--- src/rtl/game_control.sv ---
// game_control: per-frame phase sequencer for the game datapath.
//
// This block is the only driver of the datapath phase enables. Each frame
// runs through the phases in a fixed order and waits on the datapath done
// handshakes. Every draw phase is bounded by a watchdog.
//
// State table:
//   state       | meaning
//   S_INIT      | datapath init, held INIT_CYCLES cycles after reset release
//   S_IDLE      | wait for the frame-rate tick (idle_done)
//   S_GEN       | register user/enemy actions, 1 cycle
//   S_COLL      | collision calculation, COLLIDE_CYCLES cycles
//   S_APPLY     | apply link action, 1 cycle
//   S_MOVE_EN   | apply enemy movement, 1 cycle
//   S_DRAW_MAP  | map draw, until draw_map_done or watchdog expiry
//   S_DRAW_LINK | link draw, until draw_link_done or watchdog expiry
//   S_DRAW_EN   | enemy draw, until draw_enemies_done or watchdog expiry
//
// Ports:
//   clock, reset           system clock, async active-high reset
//   pause                  sampled on the idle exit cycle; paused frames only redraw
//   idle_done              frame-rate tick from the datapath
//   draw_*_done            draw completion handshakes
//   init .. draw_enemies   one-hot phase enables (Moore decode, 0 in reset)
//   frame_count            completed frames since init, wraps
//   timeout_err            sticky, a draw phase hit DRAW_TIMEOUT
module game_control #(
  parameter int unsigned INIT_CYCLES    = 4,
  parameter int unsigned COLLIDE_CYCLES = 2,
  parameter int unsigned MAP_PERIOD     = 1,
  parameter logic [16:0] DRAW_TIMEOUT   = 17'd100000
) (
  input  logic        clock,
  input  logic        reset,
  input  logic        pause,
  input  logic        idle_done,
  input  logic        draw_map_done,
  input  logic        draw_link_done,
  input  logic        draw_enemies_done,
  output logic        init,
  output logic        idle,
  output logic        gen_move,
  output logic        check_collide,
  output logic        apply_act_link,
  output logic        move_enemies,
  output logic        draw_map,
  output logic        draw_link,
  output logic        draw_enemies,
  output logic [15:0] frame_count,
  output logic        timeout_err
);

  typedef enum logic [3:0] {
    S_INIT,
    S_IDLE,
    S_GEN,
    S_COLL,
    S_APPLY,
    S_MOVE_EN,
    S_DRAW_MAP,
    S_DRAW_LINK,
    S_DRAW_EN
  } state_t;

  localparam logic [15:0] INIT_LAST = 16'(INIT_CYCLES - 1);
  localparam logic [15:0] COLL_LAST = 16'(COLLIDE_CYCLES - 1);
  localparam logic [7:0]  MAP_LAST  = 8'(MAP_PERIOD - 1);
  localparam logic [16:0] WD_LAST   = DRAW_TIMEOUT - 17'd1;

  state_t      state, state_next;
  logic [15:0] phase_cnt;
  logic [16:0] watchdog;
  logic [7:0]  map_div;

  logic        in_draw;
  logic        cur_done;
  logic        wd_expired;
  logic        draw_exit;
  logic        timeout_hit;
  logic        frame_end;
  state_t      draw_target;

  // Done and in-draw qualifiers for the current state; done inputs are only
  // looked at in their own state, so stale levels are ignored elsewhere.
  always_comb begin
    in_draw  = 1'b0;
    cur_done = 1'b0;
    case (state)
      S_DRAW_MAP:  begin in_draw = 1'b1; cur_done = draw_map_done;     end
      S_DRAW_LINK: begin in_draw = 1'b1; cur_done = draw_link_done;    end
      S_DRAW_EN:   begin in_draw = 1'b1; cur_done = draw_enemies_done; end
      default:     begin in_draw = 1'b0; cur_done = 1'b0;              end
    endcase
  end

  assign wd_expired  = (watchdog == WD_LAST);
  assign draw_exit   = in_draw && (cur_done || wd_expired);
  // A done on the expiry cycle wins: no error is flagged.
  assign timeout_hit = in_draw && !cur_done && wd_expired;
  assign frame_end   = (state == S_DRAW_EN) && draw_exit;
  assign draw_target = (map_div == 8'd0) ? S_DRAW_MAP : S_DRAW_LINK;

  always_comb begin
    state_next = state;
    case (state)
      S_INIT:      if (phase_cnt == INIT_LAST) state_next = S_IDLE;
      S_IDLE:      if (idle_done) state_next = pause ? draw_target : S_GEN;
      S_GEN:       state_next = S_COLL;
      S_COLL:      if (phase_cnt == COLL_LAST) state_next = S_APPLY;
      S_APPLY:     state_next = S_MOVE_EN;
      S_MOVE_EN:   state_next = draw_target;
      S_DRAW_MAP:  if (draw_exit) state_next = S_DRAW_LINK;
      S_DRAW_LINK: if (draw_exit) state_next = S_DRAW_EN;
      S_DRAW_EN:   if (draw_exit) state_next = S_IDLE;
      default:     state_next = S_INIT;
    endcase
  end

  always_ff @(posedge clock or posedge reset) begin
    if (reset) begin
      state       <= S_INIT;
      phase_cnt   <= 16'd0;
      watchdog    <= 17'd0;
      map_div     <= 8'd0;
      frame_count <= 16'd0;
      timeout_err <= 1'b0;
    end else begin
      state <= state_next;

      // Phase counter restarts on every state change.
      if (state_next != state) phase_cnt <= 16'd0;
      else                     phase_cnt <= phase_cnt + 16'd1;

      // Watchdog only runs while sitting in a draw state.
      if ((state_next != state) || !in_draw) watchdog <= 17'd0;
      else                                   watchdog <= watchdog + 17'd1;

      if (state == S_INIT) begin
        frame_count <= 16'd0;
        map_div     <= 8'd0;
      end else if (frame_end) begin
        frame_count <= frame_count + 16'd1;
        map_div     <= (map_div == MAP_LAST) ? 8'd0 : map_div + 8'd1;
      end

      if (timeout_hit) timeout_err <= 1'b1;
    end
  end

  // Enables are forced low while reset is held so they drop without waiting
  // for a clock edge.
  always_comb begin
    init           = 1'b0;
    idle           = 1'b0;
    gen_move       = 1'b0;
    check_collide  = 1'b0;
    apply_act_link = 1'b0;
    move_enemies   = 1'b0;
    draw_map       = 1'b0;
    draw_link      = 1'b0;
    draw_enemies   = 1'b0;
    if (!reset) begin
      case (state)
        S_INIT:      init           = 1'b1;
        S_IDLE:      idle           = 1'b1;
        S_GEN:       gen_move       = 1'b1;
        S_COLL:      check_collide  = 1'b1;
        S_APPLY:     apply_act_link = 1'b1;
        S_MOVE_EN:   move_enemies   = 1'b1;
        S_DRAW_MAP:  draw_map       = 1'b1;
        S_DRAW_LINK: draw_link      = 1'b1;
        S_DRAW_EN:   draw_enemies   = 1'b1;
        default:     init           = 1'b0;
      endcase
    end
  end

endmodule
--- config.mk ---
export PLATFORM = sky130hd
export DESIGN_NAME = game_control
export DESIGN_NICKNAME = d
export VERILOG_FILES = /design/src/rtl/game_control.sv
export SDC_FILE = /design/constraint.sdc
export NUM_CORES = 1
export LEC_CHECK = 0
export CORE_MARGIN = 1.5
export CORE_UTILIZATION = 35
export DETAILED_ROUTE_END_ITERATION = 8
export DONT_BUFFER_PORTS = 1
export HOLD_SLACK_MARGIN = 0.06
export PLACE_DENSITY = 0.49
export RECOVER_POWER = 100
export SYNTH_ARGS = -nofsm -noshare
export SYNTH_HDL_FRONTEND = slang
export SYNTH_SLANG_ARGS = --single-unit
--- constraint.sdc ---
create_clock -name clock -period 2.7 [get_ports clock]
set_input_delay 0.135 -clock clock [delete_from_list [all_inputs] [get_ports clock]]
set_output_delay 0.135 -clock clock [all_outputs]
set_load 0.02 [all_outputs]
Word-level counts from Yosys, hierarchy flattened
Cells that the tools add are included.
{ "word_totals": {"regBits": 62, "latch_bits": 0, "mem_bits_rw": 0, "romBits": 0, "input_bits": 7, "elab_cells": 70, "mem_count": 0} }
{ "classes": {"n_addsub": 4, "mul": 0, "div": 0, "order_cmp": 0, "n_eq_ne": 12, "shifts": 0, "muxes": 36, "bitwise": 0, "reduce_logical": 12} }
{ "op_table": {"columns": ["operator", "n"], "rows": [
  ["two-way mux 16 bit", 3],
  ["one-hot mux 4 bit (9 select lines)", 1],
  ["adder 16 x 1 -> 16 bit, second input constant", 2],
  ["two-way mux 4 bit", 6],
  ["two-way mux 8 bit", 3],
  ["two-way mux 1 bit", 20],
  ["adder 17 x 1 -> 17 bit, second input constant", 1],
  ["equality test 17 bit, second input constant", 1],
  ["two-way mux 17 bit", 1],
  ["equality test 16 x 1 -> 1 bit, second input constant", 1],
  ["equality test 16 x 2 -> 1 bit, second input constant", 1],
  ["equality test 4 x 3 -> 1 bit, second input constant", 4],
  ["adder 8 x 1 -> 8 bit, second input constant", 1],
  ["equality test 4 x 2 -> 1 bit, second input constant", 2],
  ["zero test 8 bit", 1],
  ["equality test 4 x 1 -> 1 bit, second input constant", 1],
  ["equality test 4 bit, second input constant", 1],
  ["logical AND 1 bit", 4],
  ["zero test 4 bit", 1],
  ["inequality test 4 bit", 1],
  ["two-way mux 3 bit", 1],
  ["one-hot mux 1 bit (3 select lines)", 1],
  ["OR reduction 3 bit", 1],
  ["zero test 1 bit", 2],
  ["2 further kinds", 3]
]} }

Longest topological paths before layout
{ "depth": {"word_depth": 9, "ltp_mapped": 9, "mapped_depth_nobuf": 8} }

Worst setup path after synthesis
No wires, ideal clock.
{ "synth_timing": {"kind": "input to output", "from": "in reset", "to": "out idle", "arrival_ns": 2.412, "required_ns": 2.565, "setup_slack_ns": 0.153, "cell_stages": 3, "path_buffers": 0, "cell_sequence": "inv_1 -> nand2_1 -> nor4_1"} }
{ "synth_via": {"elab_chain_len": 1} }
{ "synth_lines": {"columns": ["element", "line_no", "text"], "rows": [
  ["start, declared", "34", "input logic reset,"],
  ["two-way mux 1 bit", "162", "if (!reset) begin"],
  ["end, declared", "41", "output logic idle,"]
]} }
No other way between the ends.

Final worst setup path
{ "layout_timing": {"from": "reg watchdog[0]", "to": "reg phase_cnt[2]"} }
{ "layout_via": {"elab_chain_len": 7, "word_cells_on_any_way": 9} }
{ "layout_lines": {"columns": ["element", "line_no", "text"], "rows": [
  ["start, declared", "72", "logic [16:0] watchdog;"],
  ["start signal, assigned", "136", "else watchdog <= watchdog + 17'd1;"],
  ["equality test 17 bit *", "96", "assign wd_expired = (watchdog == WD_LAST);"],
  ["logical OR 1 bit *", "97", "assign draw_exit = in_draw && (cur_done || wd_expired);"],
  ["logical AND 1 bit *", "97", null],
  ["two-way mux 4 bit, on equally long branches", "114, 112, 113", null],
  ["one-hot mux 4 bit (9 select lines) *", "105", "case (state)"],
  ["inequality test 4 bit *", "131", "if (state_next != state) phase_cnt <= 16'd0;"],
  ["two-way mux 16 bit *", "131", null],
  ["end signal, assigned", "132", "else phase_cnt <= phase_cnt + 16'd1;"],
  ["end, declared", "71", "logic [15:0] phase_cnt;"]
]} }
Mark *: on every way between the ends. The rest lies on a longest branch, timed or not.
A chain may end at the register's enable or synchronous reset.

==> impl_metrics.py <==
metrics = {
    "timing": {
        "final-hold-violation-count": 0,
        "min_period_ns": 2.47,
        "setup_viol": 0,
        "slew_headroom": -0.0472,
        "setup_tns_ns": 0,
        "setup_ws_ns": 0.230,
        "worst_pin_slew_ns": 1.57,
        "fmax_mhz": 405,
        "slew_viol_final": 63,
        "rsz0062_at_grt": "no",
        "timing.final.crit_share": 0.915,
        "skew_ns": 0.00569,
    },
    "yosys": {
        "synth.most_common_cell": "nor2_1",
        "ys_warn_count": 0,
        "ys_ff_latch": 62,
        "syn-cell-area_um2": 3360,
        "synthTopCellsByCount": "nor2_1 (74), dfrtp_1 (62), xor2_1 (30), nand2_1 (28), nand3_1 (28)",
        "yosys_most_used_dff": "dfrtp_1",
        "synthArstFlopShare": 1.00,
        "synth_seq_area_share": 0.462,
        "syn-num-nets": 379,
        "synthTopCellsByArea": "dfrtp_1 (46%), nor2_1 (8.3%), xor2_1 (7.8%), nand3_1 (4.2%), xnor2_1 (3.9%)",
        "synthDistinctLibCells": 46,
        "syn-instance-count": 366,
        "syn_avg_cell_area_um2": 9.17,
        "yosys.area.top_type_share": 0.462,
        "synth_top_area_cell": "dfrtp_1",
        "synth_edf_count": 0,
    },
    "worst_setup_path": {
        "endpoint_kind": "flip-flop",
        "arrival_ns": 2.74,
        "critPathMaxFanout": 16,
        "cp-start-kind": "flip-flop",
        "crit_type": "reg -> reg",
        "crit_required_ns": 2.96,
    },
    "placed_design": {
        "dp_worst_setup_slack_ns": 0.277,
        "portBuffers": 0,
        "dp_hpwl_um": 5060,
        "place_congestion": 0.809,
    },
    "clocking": {
        "ctsHoldBuffers": 2,
        "cts_root_buffer": "clkbuf_8",
        "ctsResizeCount": 0,
        "insertion_delay_ns": 0.34,
        "clk_pin_slew_ns": 0.08,
        "htreeDepth": 3,
        "clock_sinks": 62,
        "max-clock-path-buffers": 2,
        "cts_setup_buffers": 0,
        "cts_buffers": 9,
        "cts_tree": "yes",
    },
    "floorplanning": {
        "fp.dieH_um": 101,
        "core_um2": 9280,
        "ioPinCount": 33,
        "die-area_um2": 10200,
        "rows": 35,
        "die_w_um": 101,
        "start_util": 0.362,
    },
    "global_route": {
        "grt_overflow": 0,
        "grt_max_degree": 63,
        "grt_first_pass_wirelength_um": 13200,
        "antenna_found_initial": 0,
        "grt_use_total": 0.166,
        "grt_pass1_vias": 2646,
    },
    "power_and_ir_drop": {
        "p_clk_frac": 0.289,
        "p_sw_mw": 1.26,
        "leakagePower_nw": 1.59,
        "ir_worst_vdd_uv": 334,
        "powerDensity_nw_per_um2": 833,
        "power.share.sequential": 0.401,
        "combPwrFrac": 0.311,
        "intPower_mw": 1.89,
        "swShare": 0.401,
    },
    "run_status": {
        "status": "finished with violations",
        "violations": "capacitance limit, slew limit",
    },
    "final_layout": {
        "drive_above_1_share": 0.0855,
        "multi_input_area_um2": 1720,
        "nets": 394,
        "seqCellArea_um2": 1550,
        "fillers": 962,
        "diodes": 0,
        "syn_to_final_growth_pct": 12.8,
    },
    "detailed_routing": {
        "vias": 2669,
        "final_antenna_net_count": 0,
        "drtPass1Iterations": 4,
        "wl_per_cell_um": 14.5,
        "drc": 0,
        "vias_per_cell": 5.18,
        "routed_wl_um": 7460,
        "drt_iter0_markers": 112,
    },
    "job": {
        "drv_cap": 1,
    },
    "min_path": {
        "hp-class": "in -> reg",
    },
}
[cell usage in the layout (no fill, tap or decap), types with 2 or more instances in the layout]
| cell | n |
|---|---|
| a211oi_1 | 3 |
| a21o_1 | 2 |
| a21oi_1 | 13 |
| a41oi_1 | 2 |
| and2_1 | 5 |
| and3_1 | 7 |
| and4_1 | 4 |
| buf_4 | 6 |
| bufinv_16 | 2 |
| clkbuf_1 | 6 |
| clkbuf_2 | 2 |
| clkbuf_8 | 9 |
| clkinvlp_4 | 2 |
| dfrtp_1 | 62 |
| dlygate4sd3_1 | 2 |
| ha_1 | 6 |
| inv_1 | 7 |
| nand2_1 | 28 |
| nand3_1 | 28 |
| nand3b_1 | 2 |
| nand4_1 | 13 |
| nor2_1 | 74 |
| nor3_1 | 7 |
| nor3b_1 | 2 |
| nor4_1 | 4 |
| nor4_2 | 4 |
| nor4b_1 | 2 |
| o21ai_0 | 10 |
| or3_1 | 3 |
| or4_1 | 2 |
| xnor2_1 | 15 |
| xor2_1 | 30 |
[flip-flops by register name (all words and copies together), names as in the netlist]
name and flops:
map_div 8, timeout_err 1, phase_cnt 16, watchdog 17, frame_count 16, state 4
[power by group through the flow]
stage          clock (mW)  combinational, mW  sequential, mW
4_1_cts             0.948               1.01            1.27
3_3_place_gp            0               1.00            1.28
2_1_floorplan           0              0.785            1.24
5_1_grt             0.992               1.11            1.29
3_5_place_dp            0              0.998            1.28
6_report            0.910              0.980            1.26
[layout make-up]
type                    count  area share
flip-flops and latches     62       0.410
inverters                   8     0.00793
multi-input cells         284       0.455
well taps                 129      0.0426
clock inverters             7      0.0258
repair buffers             16      0.0258
clock buffers               9      0.0327
[per-layer routing]
layer | share of wire | track usage | wire, µm | vias up
met2 | 0.44 | 0.234 | 3260 | 57
met1 | 0.50 | 0.243 | 3690 | 1295
met3 | 0.055 | 0.0368 | 410 | 7
met5 | 0 | 0 | 0 | -
met4 | 0.013 | 0.0737 | 95 | 0
li1 | - | - | - | 1310
[kinds of logic after synthesis]
kind of cell    share of synthesized area
compound gates                     0.0831
xor+xnor                            0.117
fa+ha+maj                          0.0224
buf+inv                            0.0257
flops                               0.462
mux                               0.00335
simple gates                        0.286
[worst paths after layout]
| path | startpoint | end | slack [ns] | cells past startpoint |
|---|---|---|---|---|
| setup / recovery | watchdog[0] | phase_cnt[2] | 0.23 | 8 |
| hold / removal | draw_enemies_done | state[3] | 0.08 | 3 |
| setup reg to reg | watchdog[0] | phase_cnt[2] | 0.23 | 8 |
| hold reg to reg | watchdog[0] | watchdog[0] | 0.48 | 1 |
| max in group asynchronous | reset | watchdog[7] | 0.97 | 3 |
| min in group asynchronous | reset | watchdog[14] | 0.81 | 3 |
[critical path: stages (launching register included)]
cell and delay [ns]:
dfrtp_1 0.40, ha_1 0.24, and4_1 0.25, nand4_2 0.17, a21o_1 0.33, clkbuf_1 0.30, a31o_2 0.23, o2111ai_4 0.28
nor2_1 0.19
[per-stage QoR]
stage	area, µm²	total power [mW]	util	hold slack, ns	cells
6_report	3790	3.15	0.408	0.0844	515
3_3_place_gp	3570	2.28	0.385	0.330	497
2_1_floorplan	3360	2.02	-	0.346	366
3_5_place_dp	3570	2.28	0.385	0.330	497
5_1_grt	3790	3.39	0.408	0.109	515
4_1_cts	3810	3.22	0.411	0.0601	515
(Power assumes the default switching activity.)
